<file path="src/rtl/prim_fp_align_24bit_if.sv">
`default_nettype none
// ============================================================================
// Module   : prim_fp_align_24bit_if
// Brief    : Operand/result handshake bundle for the 24-bit FP aligner.
// Revision : 1.0 - initial release
// ============================================================================
interface prim_fp_align_24bit_if;
  logic        i_valid;
  logic        o_ready;
  logic [7:0]  i_exp_a;
  logic [7:0]  i_exp_b;
  logic [23:0] i_man_a;
  logic [23:0] i_man_b;
  logic        i_man_eq;
  logic        i_man_gt;
  logic        i_man_lt;
  logic        o_valid;
  logic        i_ready;
  logic [7:0]  o_exp_big;
  logic [23:0] o_man_big;
  logic [26:0] o_man_small;
  logic [7:0]  o_exp_diff;
  logic        o_swap;
  logic        o_ops_equal;

  modport slave (
    input  i_valid, i_exp_a, i_exp_b, i_man_a, i_man_b,
           i_man_eq, i_man_gt, i_man_lt, i_ready,
    output o_ready, o_valid, o_exp_big, o_man_big, o_man_small,
           o_exp_diff, o_swap, o_ops_equal
  );

  modport master (
    output i_valid, i_exp_a, i_exp_b, i_man_a, i_man_b,
           i_man_eq, i_man_gt, i_man_lt, i_ready,
    input  o_ready, o_valid, o_exp_big, o_man_big, o_man_small,
           o_exp_diff, o_swap, o_ops_equal
  );
endinterface
`default_nettype wire

</file>
<file path="src/rtl/prim_fp_align_24bit.sv">
`default_nettype none
// ============================================================================
// Module   : prim_fp_align_24bit
// Brief    : Two-stage FP operand aligner: S1 orders operands, S2 shifts + sticky.
// Revision : 1.0 - initial release
// ============================================================================
module prim_fp_align_24bit (
  input  logic                        i_clk,
  input  logic                        i_rst,
  prim_fp_align_24bit_if.slave        bus
);
  localparam int unsigned C_EXT_W     = 27;
  localparam logic [7:0]  C_SHIFT_SAT = 8'd27;

  logic w_s1_adv;
  logic w_s2_adv;
  logic w_accept;
  logic r_s1_valid;
  logic r_s2_valid;

  assign w_s2_adv    = ~r_s2_valid | bus.i_ready;
  assign w_s1_adv    = ~r_s1_valid | w_s2_adv;
  assign w_accept    = bus.i_valid & w_s1_adv;
  assign bus.o_ready = w_s1_adv;

  // The magnitude order is fully determined by the exponents and i_man_lt/eq.
  logic w_unused_gt;
  assign w_unused_gt = bus.i_man_gt;

  logic       w_exp_a_gt;
  logic       w_exp_eq;
  logic       w_ops_eq;
  logic       w_a_big;
  logic [7:0] w_exp_diff;

  assign w_exp_a_gt = bus.i_exp_a > bus.i_exp_b;
  assign w_exp_eq   = bus.i_exp_a == bus.i_exp_b;
  assign w_ops_eq   = w_exp_eq & bus.i_man_eq;
  assign w_a_big    = w_exp_a_gt | (w_exp_eq & (~bus.i_man_lt | bus.i_man_eq));
  assign w_exp_diff = w_a_big ? (bus.i_exp_a - bus.i_exp_b) : (bus.i_exp_b - bus.i_exp_a);

  logic [7:0]  r_s1_exp_big;
  logic [23:0] r_s1_man_big;
  logic [23:0] r_s1_man_small;
  logic [7:0]  r_s1_exp_diff;
  logic        r_s1_swap;
  logic        r_s1_ops_eq;

  always_ff @(posedge i_clk or posedge i_rst) begin
    if (i_rst) begin
      r_s1_valid     <= 1'b0;
      r_s1_exp_big   <= '0;
      r_s1_man_big   <= '0;
      r_s1_man_small <= '0;
      r_s1_exp_diff  <= '0;
      r_s1_swap      <= 1'b0;
      r_s1_ops_eq    <= 1'b0;
    end else begin
      if (w_s1_adv) begin
        r_s1_valid <= bus.i_valid;
      end
      if (w_accept) begin
        r_s1_exp_big   <= w_a_big ? bus.i_exp_a : bus.i_exp_b;
        r_s1_man_big   <= w_a_big ? bus.i_man_a : bus.i_man_b;
        r_s1_man_small <= w_a_big ? bus.i_man_b : bus.i_man_a;
        r_s1_exp_diff  <= w_exp_diff;
        r_s1_swap      <= ~w_a_big;
        r_s1_ops_eq    <= w_ops_eq;
      end
    end
  end

  logic [26:0] w_ext;
  logic [26:0] w_shifted;
  logic [26:0] w_lost_mask;
  logic [26:0] w_aligned;

  // Bits shifted past the R position are folded into the sticky LSB.
  always_comb begin
    w_ext       = {r_s1_man_small, 3'b000};
    w_shifted   = w_ext >> r_s1_exp_diff[4:0];
    w_lost_mask = ~({C_EXT_W{1'b1}} << r_s1_exp_diff[4:0]);
    if (r_s1_exp_diff >= C_SHIFT_SAT) begin
      w_aligned = {26'b0, |r_s1_man_small};
    end else begin
      w_aligned = {w_shifted[26:1], w_shifted[0] | (|(w_ext & w_lost_mask))};
    end
  end

  logic [7:0]  r_exp_big;
  logic [23:0] r_man_big;
  logic [26:0] r_man_small;
  logic [7:0]  r_exp_diff;
  logic        r_swap;
  logic        r_ops_eq;

  always_ff @(posedge i_clk or posedge i_rst) begin
    if (i_rst) begin
      r_s2_valid  <= 1'b0;
      r_exp_big   <= '0;
      r_man_big   <= '0;
      r_man_small <= '0;
      r_exp_diff  <= '0;
      r_swap      <= 1'b0;
      r_ops_eq    <= 1'b0;
    end else if (w_s2_adv) begin
      r_s2_valid <= r_s1_valid;
      if (r_s1_valid) begin
        r_exp_big   <= r_s1_exp_big;
        r_man_big   <= r_s1_man_big;
        r_man_small <= w_aligned;
        r_exp_diff  <= r_s1_exp_diff;
        r_swap      <= r_s1_swap;
        r_ops_eq    <= r_s1_ops_eq;
      end
    end
  end

  assign bus.o_valid     = r_s2_valid;
  assign bus.o_exp_big   = r_exp_big;
  assign bus.o_man_big   = r_man_big;
  assign bus.o_man_small = r_man_small;
  assign bus.o_exp_diff  = r_exp_diff;
  assign bus.o_swap      = r_swap;
  assign bus.o_ops_equal = r_ops_eq;
endmodule
`default_nettype wire

</file>
<file path="src/flat_wrapper.sv">
// flat-port wrapper written by rule: the top's interface ports become plain ports
module prim_fp_align_24bit_flat 
  (i_clk, i_rst, bus_i_valid, bus_i_exp_a, bus_i_exp_b, bus_i_man_a, bus_i_man_b, bus_i_man_eq, bus_i_man_gt, bus_i_man_lt, bus_i_ready, bus_o_ready, bus_o_valid, bus_o_exp_big, bus_o_man_big, bus_o_man_small, bus_o_exp_diff, bus_o_swap, bus_o_ops_equal);
  prim_fp_align_24bit_if bus_i ();
  input  logic i_clk;
  input  logic i_rst;
  input wire logic [$bits(bus_i.i_valid)-1:0] bus_i_valid;
  input wire logic [$bits(bus_i.i_exp_a)-1:0] bus_i_exp_a;
  input wire logic [$bits(bus_i.i_exp_b)-1:0] bus_i_exp_b;
  input wire logic [$bits(bus_i.i_man_a)-1:0] bus_i_man_a;
  input wire logic [$bits(bus_i.i_man_b)-1:0] bus_i_man_b;
  input wire logic [$bits(bus_i.i_man_eq)-1:0] bus_i_man_eq;
  input wire logic [$bits(bus_i.i_man_gt)-1:0] bus_i_man_gt;
  input wire logic [$bits(bus_i.i_man_lt)-1:0] bus_i_man_lt;
  input wire logic [$bits(bus_i.i_ready)-1:0] bus_i_ready;
  output wire logic [$bits(bus_i.o_ready)-1:0] bus_o_ready;
  output wire logic [$bits(bus_i.o_valid)-1:0] bus_o_valid;
  output wire logic [$bits(bus_i.o_exp_big)-1:0] bus_o_exp_big;
  output wire logic [$bits(bus_i.o_man_big)-1:0] bus_o_man_big;
  output wire logic [$bits(bus_i.o_man_small)-1:0] bus_o_man_small;
  output wire logic [$bits(bus_i.o_exp_diff)-1:0] bus_o_exp_diff;
  output wire logic [$bits(bus_i.o_swap)-1:0] bus_o_swap;
  output wire logic [$bits(bus_i.o_ops_equal)-1:0] bus_o_ops_equal;
  assign bus_i.i_valid = bus_i_valid;
  assign bus_i.i_exp_a = bus_i_exp_a;
  assign bus_i.i_exp_b = bus_i_exp_b;
  assign bus_i.i_man_a = bus_i_man_a;
  assign bus_i.i_man_b = bus_i_man_b;
  assign bus_i.i_man_eq = bus_i_man_eq;
  assign bus_i.i_man_gt = bus_i_man_gt;
  assign bus_i.i_man_lt = bus_i_man_lt;
  assign bus_i.i_ready = bus_i_ready;
  assign bus_o_ready = bus_i.o_ready;
  assign bus_o_valid = bus_i.o_valid;
  assign bus_o_exp_big = bus_i.o_exp_big;
  assign bus_o_man_big = bus_i.o_man_big;
  assign bus_o_man_small = bus_i.o_man_small;
  assign bus_o_exp_diff = bus_i.o_exp_diff;
  assign bus_o_swap = bus_i.o_swap;
  assign bus_o_ops_equal = bus_i.o_ops_equal;
  prim_fp_align_24bit u_core (.i_clk(i_clk), .i_rst(i_rst), .bus(bus_i));
endmodule
</file>
<file path="config.mk">
export PLATFORM = sky130hd
export DESIGN_NAME = prim_fp_align_24bit_flat
export DESIGN_NICKNAME = d
export VERILOG_FILES = /design/src/rtl/prim_fp_align_24bit_if.sv /design/src/rtl/prim_fp_align_24bit.sv /design/src/flat_wrapper.sv
export SDC_FILE = /design/constraint.sdc
export NUM_CORES = 1
export LEC_CHECK = 0
export ABC_AREA = 0
export ABC_CLOCK_PERIOD_IN_PS = 4900
export CAP_MARGIN = 10
export CORE_ASPECT_RATIO = 1.25
export CORE_MARGIN = 2
export CORE_UTILIZATION = 25
export DETAILED_ROUTE_END_ITERATION = 16
export PLACE_DENSITY_LB_ADDON = 0.12
export REMOVE_ABC_BUFFERS = 1
export SYNTH_ARGS = -nofsm -noshare
export SYNTH_HDL_FRONTEND = slang
export SYNTH_SLANG_ARGS = --single-unit
</file>
<file path="constraint.sdc">
create_clock -name i_clk -period 4.9 [get_ports i_clk]
set_input_delay 0.735 -clock i_clk [delete_from_list [all_inputs] [get_ports i_clk]]
set_output_delay 0.735 -clock i_clk [all_outputs]
set_load 0.01 [all_outputs]
</file>
==> flow_metrics.env, run 1 <==
export IMPL_status="complete, no violations"
export IMPL_fin_tns_setup_ps=0
export IMPL_crit_path_cell_trace="clkdlybuf4s50_1, inv_1, ha_1, nand4_2, or2_1, nor4b_2, a21oi_4, buf_12, mux2_4, a211o_1, nand3_1"
export IMPL_fp_dieH_um=200.3
export IMPL_drv_cap=0
export IMPL_core_area_mm2=0.03020
export IMPL_rows=71
export IMPL_clk_path_buf_depth=2
export IMPL_crit_path_start_kind="input pin"
export IMPL_syn_area_per_cell_um2=10.18
export IMPL_portBuffers=140
export IMPL_arrival_ps=3500
export IMPL_powerDensity_mw_per_mm2=443.0
export IMPL_drt_wl_total_um=21700
export IMPL_postSynthCellCount=757
export IMPL_fp_dieW_um=161.0
export IMPL_synth_edf_count=0
export IMPL_vias=5888
export IMPL_holdWs_ps=462.8
export IMPL_nets=959
export IMPL_via_per_inst=4.582
export IMPL_wl_met3_um=893
export IMPL_dieArea_mm2=0.03224
export IMPL_worstHoldStart="u_core.r_s1_ops_eq$_DFFE_PP0P_"
export IMPL_place_gp_congestion=0.7738
export IMPL_setup_worst_path_class="input pin to flip-flop"
export IMPL_drv_slew=0
export IMPL_max_clock_freq_ghz=0.3189
export IMPL_cts_sinks=137
export IMPL_first_iter_violations=280
export IMPL_seq_area_mm2=0.003428
export IMPL_syn_to_final_growth_pct=31.46
export IMPL_dr_pass1_iters=4
export IMPL_yosysWarnings=0
export IMPL_seq_area_frac_synth_pct=44.50
export IMPL_grt_pass1_wl_um=35110
export IMPL_floorplan_initialDensity_pct=25.51
export IMPL_reg2regPathDepth=5
export IMPL_cts_setup_buffers=0
export IMPL_whs_endpoint="u_core.r_s1_ops_eq$_DFFE_PP0P_"
export IMPL_cts_root_buffer="clkbuf_16"
export IMPL_antenna_found_initial=0
export IMPL_synth_flop_cell="dfrtp_1"
export IMPL_cts_buffers_inserted=17
export IMPL_synthArstFlopShare_pct=100.0
export IMPL_final_hold_viol_count=0
export IMPL_htreeDepth=4
export IMPL_grtUsageTotal_pct=13.91
export IMPL_grt_pass1_vias=6148
export IMPL_endpoint_kind="flip-flop"
export IMPL_wl_per_cell_um=16.89
export IMPL_fin_crit_sh_pct=63.99
export IMPL_num_antenna_cells=0
export IMPL_period_needed_ps=3136
export IMPL_dp_worst_setup_slack_ps=1299
export IMPL_fin_skew_ps=8.935
export IMPL_cpPeakStageDelay_ps=510
export IMPL_ys_seq_elements=137
export IMPL_final_util_pct=33.53
export IMPL_timing_rr_end="u_core.bus.o_man_small[2]$_DFFE_PP0P_"
export IMPL_hp_class="flip-flop to flip-flop"
export IMPL_drc=0
export IMPL_rrSetupSlack_ps=2210
export IMPL_postRouteAntennaNets=0
export IMPL_wl_met1_um=9732
export IMPL_fin_ws_ps=1764
export IMPL_wl_met2_um=10790
export IMPL_dp_hpwl_um=15490
export IMPL_multi_input_area_mm2=0.003956
export IMPL_r2r_start="u_core.r_s1_exp_diff[1]$_DFFE_PP0P_"
export IMPL_total_power_mw=4.487
export IMPL_crit_path_max_fanout=30
export IMPL_tritoncts="built"
export IMPL_whs_path_depth=2
export IMPL_fillers=3171
export IMPL_ios=142
export IMPL_highest_layer="met4"
export IMPL_grt_max_degree=101
export IMPL_clock_latency_ps=430
export IMPL_synth_cell_type_count=56
export IMPL_worstMarginPinSlew_ps=1043
export IMPL_rsz0062_at_grt="no"
export IMPL_hold_buffers=0
export IMPL_ir_drop_mv=0.2090
export IMPL_clk_pin_slew_ps=60
export IMPL_power_leakage_nw=4.327
export IMPL_crit_path_top_delay_cell="clkdlybuf4s50_1"
export IMPL_slew_headroom_pct=30.46
export IMPL_setup_viol=0
export IMPL_drive_gt1_share_pct=12.67
export IMPL_critical_path_required_ps=5270
export IMPL_syn_area_mm2=0.007704
export IMPL_ctsResizeCount=0
export IMPL_grt_ovfl_total=0
cells by family after synthesis:
family | share of synthesized area, %
compound gates | 15.62
xor+xnor | 0.5686
fa+ha+maj | 3.086
buf+inv | 4.483
flops | 44.50
mux | 21.55
simple gates | 10.18
Yosys cell counts, types with 2 or more instances:
cell,instances,area share [%]
mux4_2,13,3.8
a22o_1,18,2.0
a221oi_1,2,0.23
nand2_1,105,5.1
clkbuf_1,36,1.8
mux2_2,48,7.0
nand2b_1,7,0.57
fa_1,2,0.52
a21oi_1,38,2.5
a31oi_1,2,0.16
buf_4,5,0.49
a22oi_1,2,0.19
nor2b_1,8,0.65
nor3_1,6,0.39
inv_1,21,1.0
o22ai_1,13,1.1
nand4b_1,2,0.23
o21a_1,2,0.19
a211oi_1,7,0.68
buf_1,3,0.15
ha_1,15,2.4
and2_1,2,0.16
o21ai_0,72,4.7
buf_2,12,0.78
a21o_1,4,0.39
and3_1,3,0.24
a31o_2,2,0.23
nor4_1,4,0.32
nand3_1,7,0.45
a211o_1,2,0.23
xnor2_1,3,0.34
mux2i_1,80,10
a32o_1,5,0.65
dfrtp_1,137,45
buf_6,2,0.29
nor2_1,21,1.0
o21ai_1,25,1.6
nand3b_1,2,0.19
xor2_1,2,0.23
placed cells by master, fill, tap and decap left out, types with 15 or more instances in the layout:
cell type,netlist,final
o21ai_1,25,25
mux2_2,48,48
a21oi_1,38,37
inv_1,21,20
mux2i_1,80,80
dfrtp_1,137,137
o21ai_0,72,72
a22o_1,18,18
clkdlybuf4s50_1,0,140
clkbuf_16,0,17
nor2_1,21,21
ha_1,15,15
nand2_1,105,103
worst max-delay path: cells and delay by family:
family                     cells  cell delay (ps)
AOI/OAI and AO/OA              2              350
buffers and inverters          3              780
adders and majority gates      1              460
muxes                          1              320
and+or+nand+nor                4              870
power breakdown:
part / internal [mW] / total [mW] / switching [mW] / leakage, nW
logic: 0.763 / 1.51 / 0.748 / 2.30
clock network: 0.905 / 1.40 / 0.497 / 0.307
registers: 1.37 / 1.57 / 0.209 / 1.72
total: 3.03 / 4.49 / 1.45 / 4.33
state kept, by name (all words and copies together), names as in the netlist:
signal,flops
u_core.r_s1_valid,1
u_core.r_s1_swap,1
u_core.bus.o_valid,1
u_core.bus.o_swap,1
u_core.bus.o_man_big,24
u_core.r_s1_ops_eq,1
u_core.bus.o_exp_big,8
u_core.bus.o_exp_diff,8
u_core.bus.o_ops_equal,1
u_core.r_s1_man_big,24
u_core.r_s1_exp_diff,8
u_core.bus.o_man_small,27
u_core.r_s1_exp_big,8
u_core.r_s1_man_small,24
metal layers:
| metal | global-route usage, % | vias up |
|---|---|---|
| met4 | 4.177 | 0 |
| met1 | 17.48 | 2796 |
| met5 | 0 | - |
| met3 | 3.417 | 15 |
| met2 | 23.54 | 114 |
| li1 | - | 2963 |
area by class of cell:
cell class	instances	share of cell area [%]
clock buffer	25	4.893
clock inverter	7	1.359
inverter	21	0.8278
multi-input combinational	541	39.07
sequential	137	33.85
tap	401	4.954
timing repair buffer	153	15.05
through the flow:
step	instance area (um2)	instances
3_3_place_gp	9494	1253
5_1_grt	10130	1285
6_report	10130	1285
2_1_floorplan	7437	699
4_1_cts	10130	1285
3_5_place_dp	9494	1253
worst max-delay path by stage:
stage	start	endpoint	slack, ps	cells past startpoint
after floorplan	bus_i_exp_a[0]	u_core.r_s1_exp_diff[2]$_DFFE_PP0P_	-2090	9
after global routing	bus_i_exp_b[3]	u_core.r_s1_exp_diff[6]$_DFFE_PP0P_	1600	11
final	bus_i_exp_b[3]	u_core.r_s1_exp_diff[6]$_DFFE_PP0P_	1760	11
after global placement	bus_i_exp_b[3]	u_core.r_s1_exp_diff[6]$_DFFE_PP0P_	1270	11
after detailed placement	bus_i_exp_b[3]	u_core.r_s1_exp_diff[6]$_DFFE_PP0P_	1300	11
after CTS	bus_i_exp_b[3]	u_core.r_s1_exp_diff[6]$_DFFE_PP0P_	1760	11
Note: power is estimated with default switching activity, not from simulation.
==> run 2: changes to the inputs <==
--- a/config.mk
+++ b/config.mk
@@ -6,7 +6,7 @@
 export NUM_CORES = 1
 export LEC_CHECK = 0
 export ABC_AREA = 0
-export ABC_CLOCK_PERIOD_IN_PS = 4900
+export ABC_CLOCK_PERIOD_IN_PS = 3050
 export CAP_MARGIN = 10
 export CORE_ASPECT_RATIO = 1.25
 export CORE_MARGIN = 2
==> constraint.sdc (replaced) <==
create_clock -name i_clk -period 3.05 [get_ports i_clk]
set_input_delay 0.4575 -clock i_clk [delete_from_list [all_inputs] [get_ports i_clk]]
set_output_delay 0.4575 -clock i_clk [all_outputs]
set_load 0.01 [all_outputs]
==> flow_metrics.env, run 2 (synthesis gave the netlist of run 1 again) <==
export IMPL_status="complete, no violations"
export IMPL_startpoint="bus_i_exp_a[0]"
export IMPL_hp_class="input pin to async pin"
export IMPL_fin_skew_ps=11.83
export IMPL_cts_buffers_inserted=17
export IMPL_crit_path_start_kind="input pin"
export IMPL_finalInstanceArea_mm2=0.01052
export IMPL_crit_path_max_fanout=11
export IMPL_clk_pin_slew_ps=60
export IMPL_final_util_pct=34.81
export IMPL_grtUsageTotal_pct=14.16
export IMPL_rows=71
export IMPL_fin_crit_sh_pct=87.14
export IMPL_fin_cells=1325
export IMPL_floorplan_initialDensity_pct=25.51
export IMPL_max_clock_freq_ghz=0.3763
export IMPL_htreeDepth=4
export IMPL_power_leakage_nw=4.551
export IMPL_dp_worst_setup_slack_ps=-64.69
export IMPL_portBuffers=140
export IMPL_setup_viol=0
export IMPL_drv_cap=0
export IMPL_total_power_mw=7.328
export IMPL_cts_sinks=137
export IMPL_clk_path_buf_depth=2
export IMPL_placed_area_mm2=0.009882
export IMPL_p_clk_share_pct=30.7
export IMPL_drt_wl_total_um=22380
export IMPL_cts_setup_buffers=0
export IMPL_cts_root_buffer="clkbuf_16"
export IMPL_dp_hpwl_um=16570
export IMPL_ir_drop_mv=0.3090
export IMPL_vias=6118
export IMPL_arrival_ps=3020
export IMPL_fp_dieW_um=161.0
export IMPL_endpoint_kind="flip-flop"
export IMPL_setup_worst_path_class="input pin to flip-flop"
export IMPL_dieArea_mm2=0.03224
export IMPL_num_antenna_cells=0
export IMPL_fin_ws_ps=392.3
export IMPL_clock_latency_ps=430
export IMPL_grt_max_degree=57
export IMPL_grt_ovfl_total=0
export IMPL_pwr_share_seq_pct=34.5
export IMPL_period_needed_ps=2658
export IMPL_syn_to_final_growth_pct=36.50
export IMPL_tritoncts="built"
export IMPL_drive_gt1_share_pct=16.45
export IMPL_switchingPower_mw=2.363
export IMPL_antenna_found_initial=0
export IMPL_drc=0
export IMPL_drv_slew=0
export IMPL_slew_headroom_pct=49.06
export IMPL_via_per_inst=4.617
export IMPL_grt_pass1_wl_um=35710
export IMPL_place_gp_congestion=0.7639
export IMPL_dr_pass1_iters=4
export IMPL_layout_commonest_cell="clkdlybuf4s50_1"
export IMPL_critical_path_required_ps=3410
export IMPL_dp_cells=1293
export IMPL_final_hold_viol_count=0
export IMPL_nets=999
export IMPL_internal_power_mw=4.965
export IMPL_r2r_start="u_core.r_s1_exp_diff[1]$_DFFE_PP0P_"
export IMPL_switching_share_pct=32.24
export IMPL_largest_register_ffs=27
export IMPL_grt_pass1_vias=6295
export IMPL_final_cell_mix="clkdlybuf4s50_1, dfrtp_1, nand2_1"
export IMPL_worstMarginPinSlew_ps=764.1
export IMPL_hold_buffers=0
export IMPL_core_area_mm2=0.03020
export IMPL_share_comb_of_total_power_pct=34.8
export IMPL_wl_per_cell_um=16.89
export IMPL_first_iter_violations=239
export IMPL_postRouteAntennaNets=0
export IMPL_rsz0062_at_grt="no"
export IMPL_ios=142
export IMPL_powerDensity_mw_per_mm2=696.9
export IMPL_fp_dieH_um=200.3
export IMPL_ctsResizeCount=0
## run 2: metal layers
| layer | track usage, % | vias to the layer above | share of wire (%) | wire [um] |
|---|---|---|---|---|
| met2 | 24.20 | 125 | 50 | 11200 |
| met1 | 17.89 | 2937 | 45 | 10100 |
| met3 | 3.168 | 13 | 3.7 | 828 |
| met5 | 0 | - | 0 | 0 |
| met4 | 4.018 | 0 | 1.1 | 244 |
| li1 | - | 3043 | - | - |
## run 2: per-stage QoR
stage | TNS [ps] | hold WS (ps)
after global placement | -125.5 | 455.9
after floorplan | -360650 | 434.8
final | 0 | 463.9
after CTS | 0 | 469.3
after detailed placement | -748.3 | 456.1
after global routing | 0 | 499.7
## run 2: final timing paths
check                      slack (ps)                                     end  cells after the start
setup / recovery                  390     u_core.r_s1_exp_diff[6]$_DFFE_PP0P_                     11
hold / removal                    460     u_core.bus.o_man_big[6]$_DFFE_PP0P_                      2
setup reg to reg                  500   u_core.bus.o_man_small[5]$_DFFE_PP0P_                      6
hold reg to reg                   460          u_core.r_s1_ops_eq$_DFFE_PP0P_                      2
max in group asynchronous        1960  u_core.bus.o_man_small[21]$_DFFE_PP0P_                      3
min in group i_clk                460          u_core.r_s1_ops_eq$_DFFE_PP0P_                      2
## run 2: power groups by stage
stage          logic [mW]  registers, mW  clock network (mW)
6_report             2.55           2.53                2.25
5_1_grt              2.79           2.59                2.40
4_1_cts              2.59           2.53                2.34
3_5_place_dp         2.58           2.57                   0
3_3_place_gp         2.57           2.57                   0
2_1_floorplan        1.29           2.66                   0
## run 2: final cells by class
class | instances | area, um2
clock inverters | 7 | 137.6
flip-flops and latches | 137 | 3428
multi-input cells | 541 | 3956
inverters | 21 | 83.83
repair buffers | 193 | 1912
clock buffers | 25 | 495.5
fillers | 3109 | 19690
well taps | 401 | 501.7
## run 2: critical path: stages
cell and delay, ps:
clkdlybuf4s50_1 500, inv_1 50, ha_1 200, fa_1 400, o21ai_1 220, o21ai_1 160, a21oi_4 210, buf_12 170
mux2_4 310, a211o_1 260, nand3_1 70
==> run 3: changes to the inputs <==
--- a/config.mk
+++ b/config.mk
@@ -6,7 +6,7 @@
 export NUM_CORES = 1
 export LEC_CHECK = 0
 export ABC_AREA = 0
-export ABC_CLOCK_PERIOD_IN_PS = 3050
+export ABC_CLOCK_PERIOD_IN_PS = 2500
 export CAP_MARGIN = 10
 export CORE_ASPECT_RATIO = 1.25
 export CORE_MARGIN = 2
==> constraint.sdc (replaced) <==
create_clock -name i_clk -period 2.5 [get_ports i_clk]
set_input_delay 0.375 -clock i_clk [delete_from_list [all_inputs] [get_ports i_clk]]
set_output_delay 0.375 -clock i_clk [all_outputs]
set_load 0.01 [all_outputs]
==> flow_metrics.env, run 3 (synthesis gave the netlist of run 1 again) <==
export IMPL_floorplan_initialDensity_pct=25.51
export IMPL_internal_power_mw=6.128
export IMPL_hp_class="input pin to flip-flop"
export IMPL_ios=142
export IMPL_worstMarginPinSlew_ps=603.1
export IMPL_htreeDepth=4
export IMPL_powerDensity_mw_per_mm2=833.0
export IMPL_status="complete, no violations"
export IMPL_num_antenna_cells=0
export IMPL_drt_wl_total_um=22800
export IMPL_fp_dieH_um=200.3
export IMPL_grt_pass1_vias=6536
export IMPL_finalInstanceArea_mm2=0.01085
export IMPL_p_clk_share_pct=30.2
export IMPL_clock_latency_ps=420
export IMPL_portBuffers=140
export IMPL_critical_path_required_ps=2860
export IMPL_crit_path_max_fanout=4
export IMPL_dieArea_mm2=0.03224
export IMPL_arrival_ps=2750
export IMPL_via_per_inst=4.552
export IMPL_setup_worst_path_class="input pin to flip-flop"
export IMPL_switching_share_pct=32.18
export IMPL_grt_pass1_wl_um=36930
export IMPL_fp_dieW_um=161.0
export IMPL_slew_headroom_pct=59.37
export IMPL_antenna_found_initial=0
export IMPL_place_gp_congestion=0.7881
export IMPL_setup_viol=0
export IMPL_fin_tns_setup_ps=0
export IMPL_dr_pass1_iters=5
export IMPL_nets=1026
export IMPL_drive_gt1_share_pct=20.50
export IMPL_placed_area_mm2=0.01008
export IMPL_cts_buffers_inserted=17
export IMPL_rsz0062_at_grt="no"
export IMPL_dp_hpwl_um=17030
export IMPL_crit_path_start_kind="input pin"
export IMPL_clk_pin_slew_ps=60
export IMPL_dp_worst_setup_slack_ps=-529.6
export IMPL_cts_sinks=137
export IMPL_ir_drop_mv=0.3433
export IMPL_wl_per_cell_um=16.86
export IMPL_tritoncts="built"
export IMPL_layout_commonest_cell="dfrtp_1"
export IMPL_grtUsageTotal_pct=14.54
export IMPL_grt_max_degree=50
export IMPL_max_clock_freq_ghz=0.4175
export IMPL_syn_to_final_growth_pct=40.82
export IMPL_rows=71
export IMPL_fin_crit_sh_pct=95.80
export IMPL_endpoint_kind="flip-flop"
export IMPL_final_hold_viol_count=0
export IMPL_multi_input_area_mm2=0.004053
export IMPL_fin_cells=1352
export IMPL_largest_register_ffs=27
export IMPL_postRouteAntennaNets=0
export IMPL_fin_skew_ps=9.414
export IMPL_first_iter_violations=346
export IMPL_final_cell_mix="dfrtp_1, clkdlybuf4s50_1, nand2_1"
export IMPL_drc=0
export IMPL_fillers=3114
export IMPL_switchingPower_mw=2.908
export IMPL_period_needed_ps=2395
export IMPL_cts_root_buffer="clkbuf_16"
export IMPL_core_area_mm2=0.03020
export IMPL_vias=6154
export IMPL_fin_ws_ps=104.9
export IMPL_power_leakage_nw=4.755
export IMPL_dp_cells=1319
export IMPL_pwr_share_seq_pct=33.8
export IMPL_drv_slew=0
export IMPL_clk_path_buf_depth=2
export IMPL_reg2regPathDepth=8
export IMPL_share_comb_of_total_power_pct=35.9
export IMPL_seq_area_mm2=0.003428
export IMPL_grt_ovfl_total=0
export IMPL_whs_path_depth=3
export IMPL_drv_cap=0
run 3: changes by cell type in the layout (fill, tap and decap cells not counted), moves of 3 or more:
cell	delta
buf_4	+24
clkbuf_8	+3
clkdlybuf4s50_1	-6
dlymetal6s2s_1	+6
ha_1	-5
ha_4	+5
run 3: final timing paths:
kind / startpoint / endpoint / slack, ps
max: bus_i_exp_b[5] / u_core.r_s1_exp_diff[6]$_DFFE_PP0P_ / 100
min: bus_i_exp_b[0] / u_core.r_s1_exp_big[0]$_DFFE_PP0P_ / 310
max reg2reg: u_core.r_s1_exp_diff[1]$_DFFE_PP0P_ / u_core.bus.o_man_small[9]$_DFFE_PP0P_ / 150
min reg2reg: u_core.r_s1_man_big[0]$_DFFE_PP0P_ / u_core.r_s1_man_big[0]$_DFFE_PP0P_ / 480
max in group asynchronous: i_rst / u_core.r_s1_man_small[18]$_DFFE_PP0P_ / 1580
min in group asynchronous: i_rst / u_core.bus.o_swap$_DFFE_PP0P_ / 320
run 3: power by group through the flow:
stage | clock network, mW | registers, mW | logic, mW
6_report | 2.73 | 3.06 | 3.25
5_1_grt | 2.91 | 3.14 | 3.56
3_5_place_dp | 0 | 3.11 | 3.25
3_3_place_gp | 0 | 3.11 | 3.25
2_1_floorplan | 0 | 3.24 | 1.58
4_1_cts | 2.83 | 3.07 | 3.27
run 3: worst max-delay path, stage by stage:
cell             delay [ps]
clkdlybuf4s50_1         480
inv_1                    80
ha_4                    290
nand2_1                  70
or2_4                   250
nor4b_4                 340
a21oi_4                  90
buf_4                   150
mux2_4                  300
a211o_1                 260
nand3_1                  80
run 3: cell type report:
| cell class | instances | share of cell area (%) |
|---|---|---|
| clock buffers | 26 | 4.879 |
| clock inverters | 6 | 0.9919 |
| inverters | 21 | 0.7728 |
| multi-input cells | 541 | 37.36 |
| flip-flops and latches | 137 | 31.60 |
| well taps | 401 | 4.625 |
| repair buffers | 220 | 19.77 |
run 3: timing repair:
action | in CTS | in global routing
pin swaps | 1 | 5
hold buffers | 0 | 0
setup endpoints to repair | 23 | 53
resized for setup | 2 | 23
setup buffers | 1 | 0
run 3: stage by stage:
step | power, mW | util, % | hold slack (ps)
6_report | 9.036 | 35.92 | 309.2
5_1_grt | 9.603 | 35.92 | 340.9
4_1_cts | 9.168 | 35.52 | 317.0
3_5_place_dp | 6.358 | 33.36 | 466.4
3_3_place_gp | 6.356 | 33.36 | 454.5
2_1_floorplan | 4.817 | - | 434.8
run 3: metal layers:
metal  track usage [%]  part of all wire, %  up-vias
met2             24.80                   50      114
met3             3.003                  3.2       11
met1             18.59                   46     2940
met5                 0                    0        -
li1                  -                    -     3089
met4             4.114                  1.0        0
